## src/rtl/stdp_pkg.sv

```systemverilog
// Shared widths, learning-curve defaults and saturating weight arithmetic
// for the pair-based STDP synapse.
package stdp_pkg;

    localparam int W_WIDTH = 8;
    localparam int T_WIDTH = 4;
    localparam int WINDOW  = 15;
    localparam int A_PLUS  = 8;
    localparam int A_MINUS = 8;
    localparam int W_INIT  = 128;

    localparam logic [W_WIDTH-1:0] W_MAX = {W_WIDTH{1'b1}};

    // Add with one guard bit, then clamp to the top of the weight range.
    function automatic logic [W_WIDTH-1:0] sat_add(
        input logic [W_WIDTH-1:0] w,
        input logic [W_WIDTH-1:0] d
    );
        logic [W_WIDTH:0] sum;
        sum = {1'b0, w} + {1'b0, d};
        if (sum[W_WIDTH]) begin
            sat_add = W_MAX;
        end else begin
            sat_add = sum[W_WIDTH-1:0];
        end
    endfunction

    function automatic logic [W_WIDTH-1:0] sat_sub(
        input logic [W_WIDTH-1:0] w,
        input logic [W_WIDTH-1:0] d
    );
        if (d > w) begin
            sat_sub = {W_WIDTH{1'b0}};
        end else begin
            sat_sub = w - d;
        end
    endfunction

    // Linear decay of the learning curve: peak at dt=0, zero once dt reaches the peak.
    function automatic logic [W_WIDTH-1:0] decay_step(
        input int                 peak,
        input logic [T_WIDTH-1:0] dt
    );
        int dt_i;
        dt_i = int'(dt);
        if (peak > dt_i) begin
            decay_step = W_WIDTH'(peak - dt_i);
        end else begin
            decay_step = {W_WIDTH{1'b0}};
        end
    endfunction

endpackage

```

## src/rtl/spike_timer.sv

```systemverilog
// Saturating time-since-last-spike counter; WINDOW means "no recent spike".
module spike_timer #(
    parameter int T_WIDTH = stdp_pkg::T_WIDTH,
    parameter int WINDOW  = stdp_pkg::WINDOW
) (
    input  logic               clk,
    input  logic               rst_n,
    input  logic               spike,
    output logic [T_WIDTH-1:0] cnt,
    output logic               recent
);

    localparam logic [T_WIDTH-1:0] WIN = T_WIDTH'(WINDOW);

    logic [T_WIDTH-1:0] cnt_nxt_s;
    logic [T_WIDTH-1:0] cnt_r;
    logic               recent_r;

    // Next count: clear on spike, otherwise count up and stick at WINDOW.
    always_comb begin
        cnt_nxt_s = cnt_r;
        if (spike) begin
            cnt_nxt_s = {T_WIDTH{1'b0}};
        end else if (cnt_r < WIN) begin
            cnt_nxt_s = cnt_r + T_WIDTH'(1);
        end else begin
            cnt_nxt_s = WIN;
        end
    end

    // Counter and its registered "recent" qualifier.
    always_ff @(posedge clk or negedge rst_n) begin
        if (!rst_n) begin
            cnt_r    <= WIN;
            recent_r <= 1'b0;
        end else begin
            cnt_r    <= cnt_nxt_s;
            recent_r <= (cnt_nxt_s < WIN);
        end
    end

    assign cnt    = cnt_r;
    assign recent = recent_r;

endmodule

```

## src/rtl/stdp_synapse.sv

```systemverilog
// Pair-based STDP stage: times pre/post spikes and nudges an unsigned weight
// up (post after pre) or down (pre after post) by a linearly decaying step.
module stdp_synapse #(
    parameter int W_WIDTH = stdp_pkg::W_WIDTH,
    parameter int T_WIDTH = stdp_pkg::T_WIDTH,
    parameter int WINDOW  = stdp_pkg::WINDOW,
    parameter int A_PLUS  = stdp_pkg::A_PLUS,
    parameter int A_MINUS = stdp_pkg::A_MINUS,
    parameter int W_INIT  = stdp_pkg::W_INIT
) (
    input  logic               clk,
    input  logic               rst_n,
    input  logic               pre_spike,
    input  logic               post_spike,
    input  logic               learn_en,
    input  logic               w_load,
    input  logic [W_WIDTH-1:0] w_load_val,
    output logic [W_WIDTH-1:0] weight,
    output logic               update_w_flag,
    output logic               ltp_dir,
    output logic [T_WIDTH-1:0] time_diff
);
    import stdp_pkg::*;

    logic [T_WIDTH-1:0] pre_cnt_s;
    logic [T_WIDTH-1:0] post_cnt_s;
    logic               pre_recent_s;
    logic               post_recent_s;
    logic               ltp_s;
    logic               ltd_s;
    logic [T_WIDTH-1:0] dt_s;
    logic [W_WIDTH-1:0] weight_nxt_s;

    logic [W_WIDTH-1:0] weight_r;
    logic               flag_r;
    logic               ltp_dir_r;
    logic [T_WIDTH-1:0] time_diff_r;

    spike_timer #(
        .T_WIDTH(T_WIDTH),
        .WINDOW (WINDOW)
    ) u_pre_timer (
        .clk   (clk),
        .rst_n (rst_n),
        .spike (pre_spike),
        .cnt   (pre_cnt_s),
        .recent(pre_recent_s)
    );

    spike_timer #(
        .T_WIDTH(T_WIDTH),
        .WINDOW (WINDOW)
    ) u_post_timer (
        .clk   (clk),
        .rst_n (rst_n),
        .spike (post_spike),
        .cnt   (post_cnt_s),
        .recent(post_recent_s)
    );

    // Classify the current spike pair and precompute the candidate weight.
    // A coincident pre+post pulse is neither LTP nor LTD.
    always_comb begin
        ltp_s        = post_spike & ~pre_spike & pre_recent_s;
        ltd_s        = pre_spike & ~post_spike & post_recent_s;
        dt_s         = {T_WIDTH{1'b0}};
        weight_nxt_s = weight_r;
        if (ltp_s) begin
            dt_s         = pre_cnt_s + T_WIDTH'(1);
            weight_nxt_s = sat_add(weight_r, decay_step(A_PLUS, dt_s));
        end else if (ltd_s) begin
            dt_s         = post_cnt_s + T_WIDTH'(1);
            weight_nxt_s = sat_sub(weight_r, decay_step(A_MINUS, dt_s));
        end else begin
            dt_s         = {T_WIDTH{1'b0}};
            weight_nxt_s = weight_r;
        end
    end

    // Weight and event reporting; an explicit load overrides any learning event.
    always_ff @(posedge clk or negedge rst_n) begin
        if (!rst_n) begin
            weight_r    <= W_WIDTH'(W_INIT);
            flag_r      <= 1'b0;
            ltp_dir_r   <= 1'b0;
            time_diff_r <= {T_WIDTH{1'b0}};
        end else if (w_load) begin
            weight_r <= w_load_val;
            flag_r   <= 1'b0;
        end else if (learn_en && (ltp_s || ltd_s)) begin
            weight_r    <= weight_nxt_s;
            flag_r      <= 1'b1;
            ltp_dir_r   <= ltp_s;
            time_diff_r <= dt_s;
        end else begin
            flag_r <= 1'b0;
        end
    end

    assign weight        = weight_r;
    assign update_w_flag = flag_r;
    assign ltp_dir       = ltp_dir_r;
    assign time_diff     = time_diff_r;

endmodule

```

## config.mk

```make
export PLATFORM = sky130hd
export DESIGN_NAME = stdp_synapse
export DESIGN_NICKNAME = d
export VERILOG_FILES = /design/src/rtl/stdp_pkg.sv /design/src/rtl/spike_timer.sv /design/src/rtl/stdp_synapse.sv
export SDC_FILE = /design/constraint.sdc
export NUM_CORES = 1
export LEC_CHECK = 0
export CAP_MARGIN = 30
export CORE_MARGIN = 8
export CORE_UTILIZATION = 49
export DETAILED_ROUTE_END_ITERATION = 6
export HOLD_SLACK_MARGIN = 0.05
export MAX_ROUTING_LAYER = met4
export PLACE_DENSITY = 0.76
export SYNTH_ARGS = -nofsm -noshare
export SYNTH_HDL_FRONTEND = slang
export SYNTH_SLANG_ARGS = --single-unit
```

## constraint.sdc

```tcl
create_clock -name clk -period 3.15 [get_ports clk]
set_input_delay 0.4725 -clock clk [delete_from_list [all_inputs] [get_ports clk]]
set_output_delay 0.4725 -clock clk [all_outputs]
set_load 0.01 [all_outputs]
```

==> metrics.csv <==
stage,metric,value,unit
finish,ant diodes,0,
yosys,Syn Nets,242,
grt,gr usage total,15.9,%
power_and_ir_drop,Seq pwr share,34.6,%
yosys,most common cell in the netlist,a21oi_1,
finish,layout cell share with drive strength beyond 1,14.6,%
clock_tree,CTS root buf,clkbuf_8,
floorplan,Die Span Y,77.2,µm
grt,initial antenna violation count,0,
yosys,Netlist cell types,42,
clock_tree,H-tree Lvls,1,
yosys,Syn Std Cell Area,1840,µm²
yosys,post-synthesis sequential area ratio,33.3,%
clock_tree,CTS Buffer Depth,2,
placement,RePlAce Congestion,0.820,
power_and_ir_drop,sw power,0.387,mW
power_and_ir_drop,total chip power,1.14,mW
grt,first-pass GRT wire length,7770,µm
detailed_routing,post-route ant nets,0,
finish,post-layout util,64.2,%
placement,Placed Cells,286,
critical_path,endpoint class of the critical path,flip-flop,
power_and_ir_drop,P_int,0.751,mW
timing,period utilization,96.5,%
timing,Rel. slew slack,40.0,%
clock_tree,clock slew at reported path FFs,0.10,ns
floorplan,Initial Util,50.6,%
grt,vias in the first global route,1662,
detailed_routing,final wirelength,4890,µm
timing,post-route setup slack,0.111,ns
clock_tree,Num CTS Buffers,3,
yosys,top cell type's share of synthesized area,20.4,%
detailed_routing,DRT iter0 DRCs,56,
timing,clk_skew,0.00689,ns
detailed_routing,Residual DRC,0,
power_and_ir_drop,PwrDens,488,nW/µm²
timing,final setup fails,0,
yosys,"FF+latch count, synth",24,
power_and_ir_drop,Switching Share,34.0,%
yosys,"Avg Cell Area, Syn",8.71,µm²
floorplan,IO Pins,28,
yosys,post-synth top area cell,dfrtp_1,
critical_path,CP max-delay cell,dfstp_2,
floorplan,die area,5960,µm²
detailed_routing,first-pass detailed-route iteration total,4,
power_and_ir_drop,Lkg Pwr,0.956,nW
yosys,"EDFF count, synth",0,
timing,post-layout min period,3.04,ns
yosys,Area contributors post-synth,"dfrtp_1 (20%), dfstp_2 (13%), ha_1 (10%), a21oi_1 (6.3%), o21ai_0 (4.1%)",
run,number of max-cap violations,0,
critical_path,crit path kind,reg2reg,
min_path,Hold Path Class,reg2reg,
placement,DP Wirelength,3560,µm
timing,f_max,329,MHz
critical_path,CP Cell Sequence,"ha_1, nor2b_1, nand3_1, ha_1, o21ai_0, o21ai_0, a31oi_2, buf_4, or3_1, a31oi_1",
floorplan,chip width,77.2,µm
clock_tree,clock insertion delay at the later pin of the skew report,0.28,ns
critical_path,top fanout value on the critical path,7,
critical_path,Worst EP arrival,3.22,ns
power_and_ir_drop,Comb power frac,40.8,%
finish,"Cell Count, Final, Fillers Out",295,
placement,Place WS,-0.0950,ns
clock_tree,CTS Hold Bufs,0,
yosys,Post-synth ARST share,100,%
floorplan,core area,3630,µm²
clock_tree,CTS Sinks,24,
timing,worst-margin pin slew,0.897,ns
status,status,"finished, final reports clean",
critical_path,Slowest Stage Delay on Critical Path,0.61,ns
yosys,"top cells by count, synth","a21oi_1 (23), dfrtp_1 (15), ha_1 (15), o21ai_0 (15), nor2_1 (13)",
power_and_ir_drop,Clk network pwr share,24.6,%
power_and_ir_drop,maximum vdd ir drop,0.000287,V
timing,max-slew violation count,0,
clock_tree,CTS tree,done,
detailed_routing,vias per cell,5.90,
floorplan,Core Rows,22,
grt,total congestion overflow,0,
critical_path,worst path required time,3.33,ns
yosys,Synth Warn #,0,
grt,largest net degree at the start of global routing,20,
detailed_routing,vias post-DR,1741,
finish,Area Overhead vs Synth,26.9,%
yosys,Most used DFF post-synth,dfrtp_1,
timing,Final Hold Viols,0,
placement,Port Buf Inserts,27,
yosys,Post-Syn Instances,211,
detailed_routing,Wirelength per Cell,16.6,µm
finish,fill count,324,
critical_path,startpoint types,flip-flop,
finish,nets,279,
## cell usage in the layout, fill, tap and decap left out, drive strengths merged, types with 3 or more instances in the layout
cell type	n
a21oi	23
and3	4
xor2	6
nand3b	4
a21o	3
nand2b	6
inv	5
o21a	4
nor3	7
clkdlybuf4s50	27
nand3	8
xnor2	7
or3	3
a211oi	4
clkbuf	3
nor2b	3
dfrtp	15
buf	13
nand2	12
ha	15
nor2	13
o21ai	16
o22ai	8
dfstp	9
a31oi	4
## path summary, 6_finish.rpt
check	endpoint	start	slack (ns)	cells after the start
worst min-delay path	time_diff[2]	time_diff[2]	0.50	2
worst max-delay path	weight[0]	u_post_timer.cnt[0]	0.11	10
min in group asynchronous	time_diff[2]	rst_n	0.70	1
worst max register to register	weight[0]	u_post_timer.cnt[0]	0.11	10
worst min register to register	time_diff[2]	time_diff[2]	0.50	2
max in group asynchronous	u_post_timer.cnt[0]	rst_n	1.76	2
## layer usage
metal / global-route usage, % / vias up / part of all wire, %
met5: - / - / 0
met4: 5.09 / 0 / 2.0
met3: 3.26 / 13 / 6.7
met2: 26.5 / 56 / 48
met1: 18.7 / 814 / 43
li1: - / 858 / -
## repair_timing
| action | CTS | global route |
|---|---|---|
| resized for setup | 2 | 3 |
| pin swaps | 0 | 2 |
| endpoints found under the setup margin | 1 | 4 |
| setup buffers | 0 | 5 |
## power by group through the flow
stage	registers, mW	logic, mW	clock network (mW)
after floorplan	0.397	0.286	0
after global placement	0.397	0.436	0
after detailed placement	0.398	0.443	0
after CTS	0.393	0.449	0.286
after global routing	0.399	0.517	0.291
final	0.393	0.464	0.280
## through the flow
stage | TNS (ns) | area, µm² | hold slack, ns
CTS | 0 | 2280 | 0.493
floorplan | 0 | 1840 | 0.177
finish | 0 | 2330 | 0.498
global placement | -0.0504 | 2200 | 0.463
detailed placement | -0.0950 | 2200 | 0.470
global route | -0.0780 | 2330 | 0.519
## critical path: cells and delay by family, from the launching register on
kind            cells  cell delay [ns]
compound gates      4             0.75
fa+ha+maj           2             0.72
simple gates        3             0.70
flops               1             0.61
buf+inv             1             0.17
## cells by family (layout without fill, tap and decap cells)
family                     after synthesis  after routing  synth area share (%)
AOI/OAI and AO/OA                       75             75                  25.3
and+or+nand+nor                         67             67                  19.3
DFF                                     24             24                  33.3
adders and majority gates               17             17                  12.4
buffers and inverters                   14             50                  2.93
xor gates and xnor gates                13             13                  6.20
muxes                                    1              1                 0.613
## state kept, by name, indices dropped and copies added (netlist names)
name                 flops
update_w_flag            1
time_diff                4
u_pre_timer.cnt          4
u_pre_timer.recent       1
u_post_timer.cnt         4
u_post_timer.recent      1
weight                   8
ltp_dir                  1
## area by class of cell
cell class / instances / area [µm²] / area share [%]
inverters: 6 / 22.5 / 0.966
clock inverters: 1 / 30.0 / 1.29
clock buffers: 3 / 41.3 / 1.77
repair buffers: 40 / 368 / 15.8
multi-input cells: 173 / 1200 / 51.4
flip-flops and latches: 24 / 612 / 26.2
well taps: 48 / 60.1 / 2.58
Power figures use the tool's default switching activity.
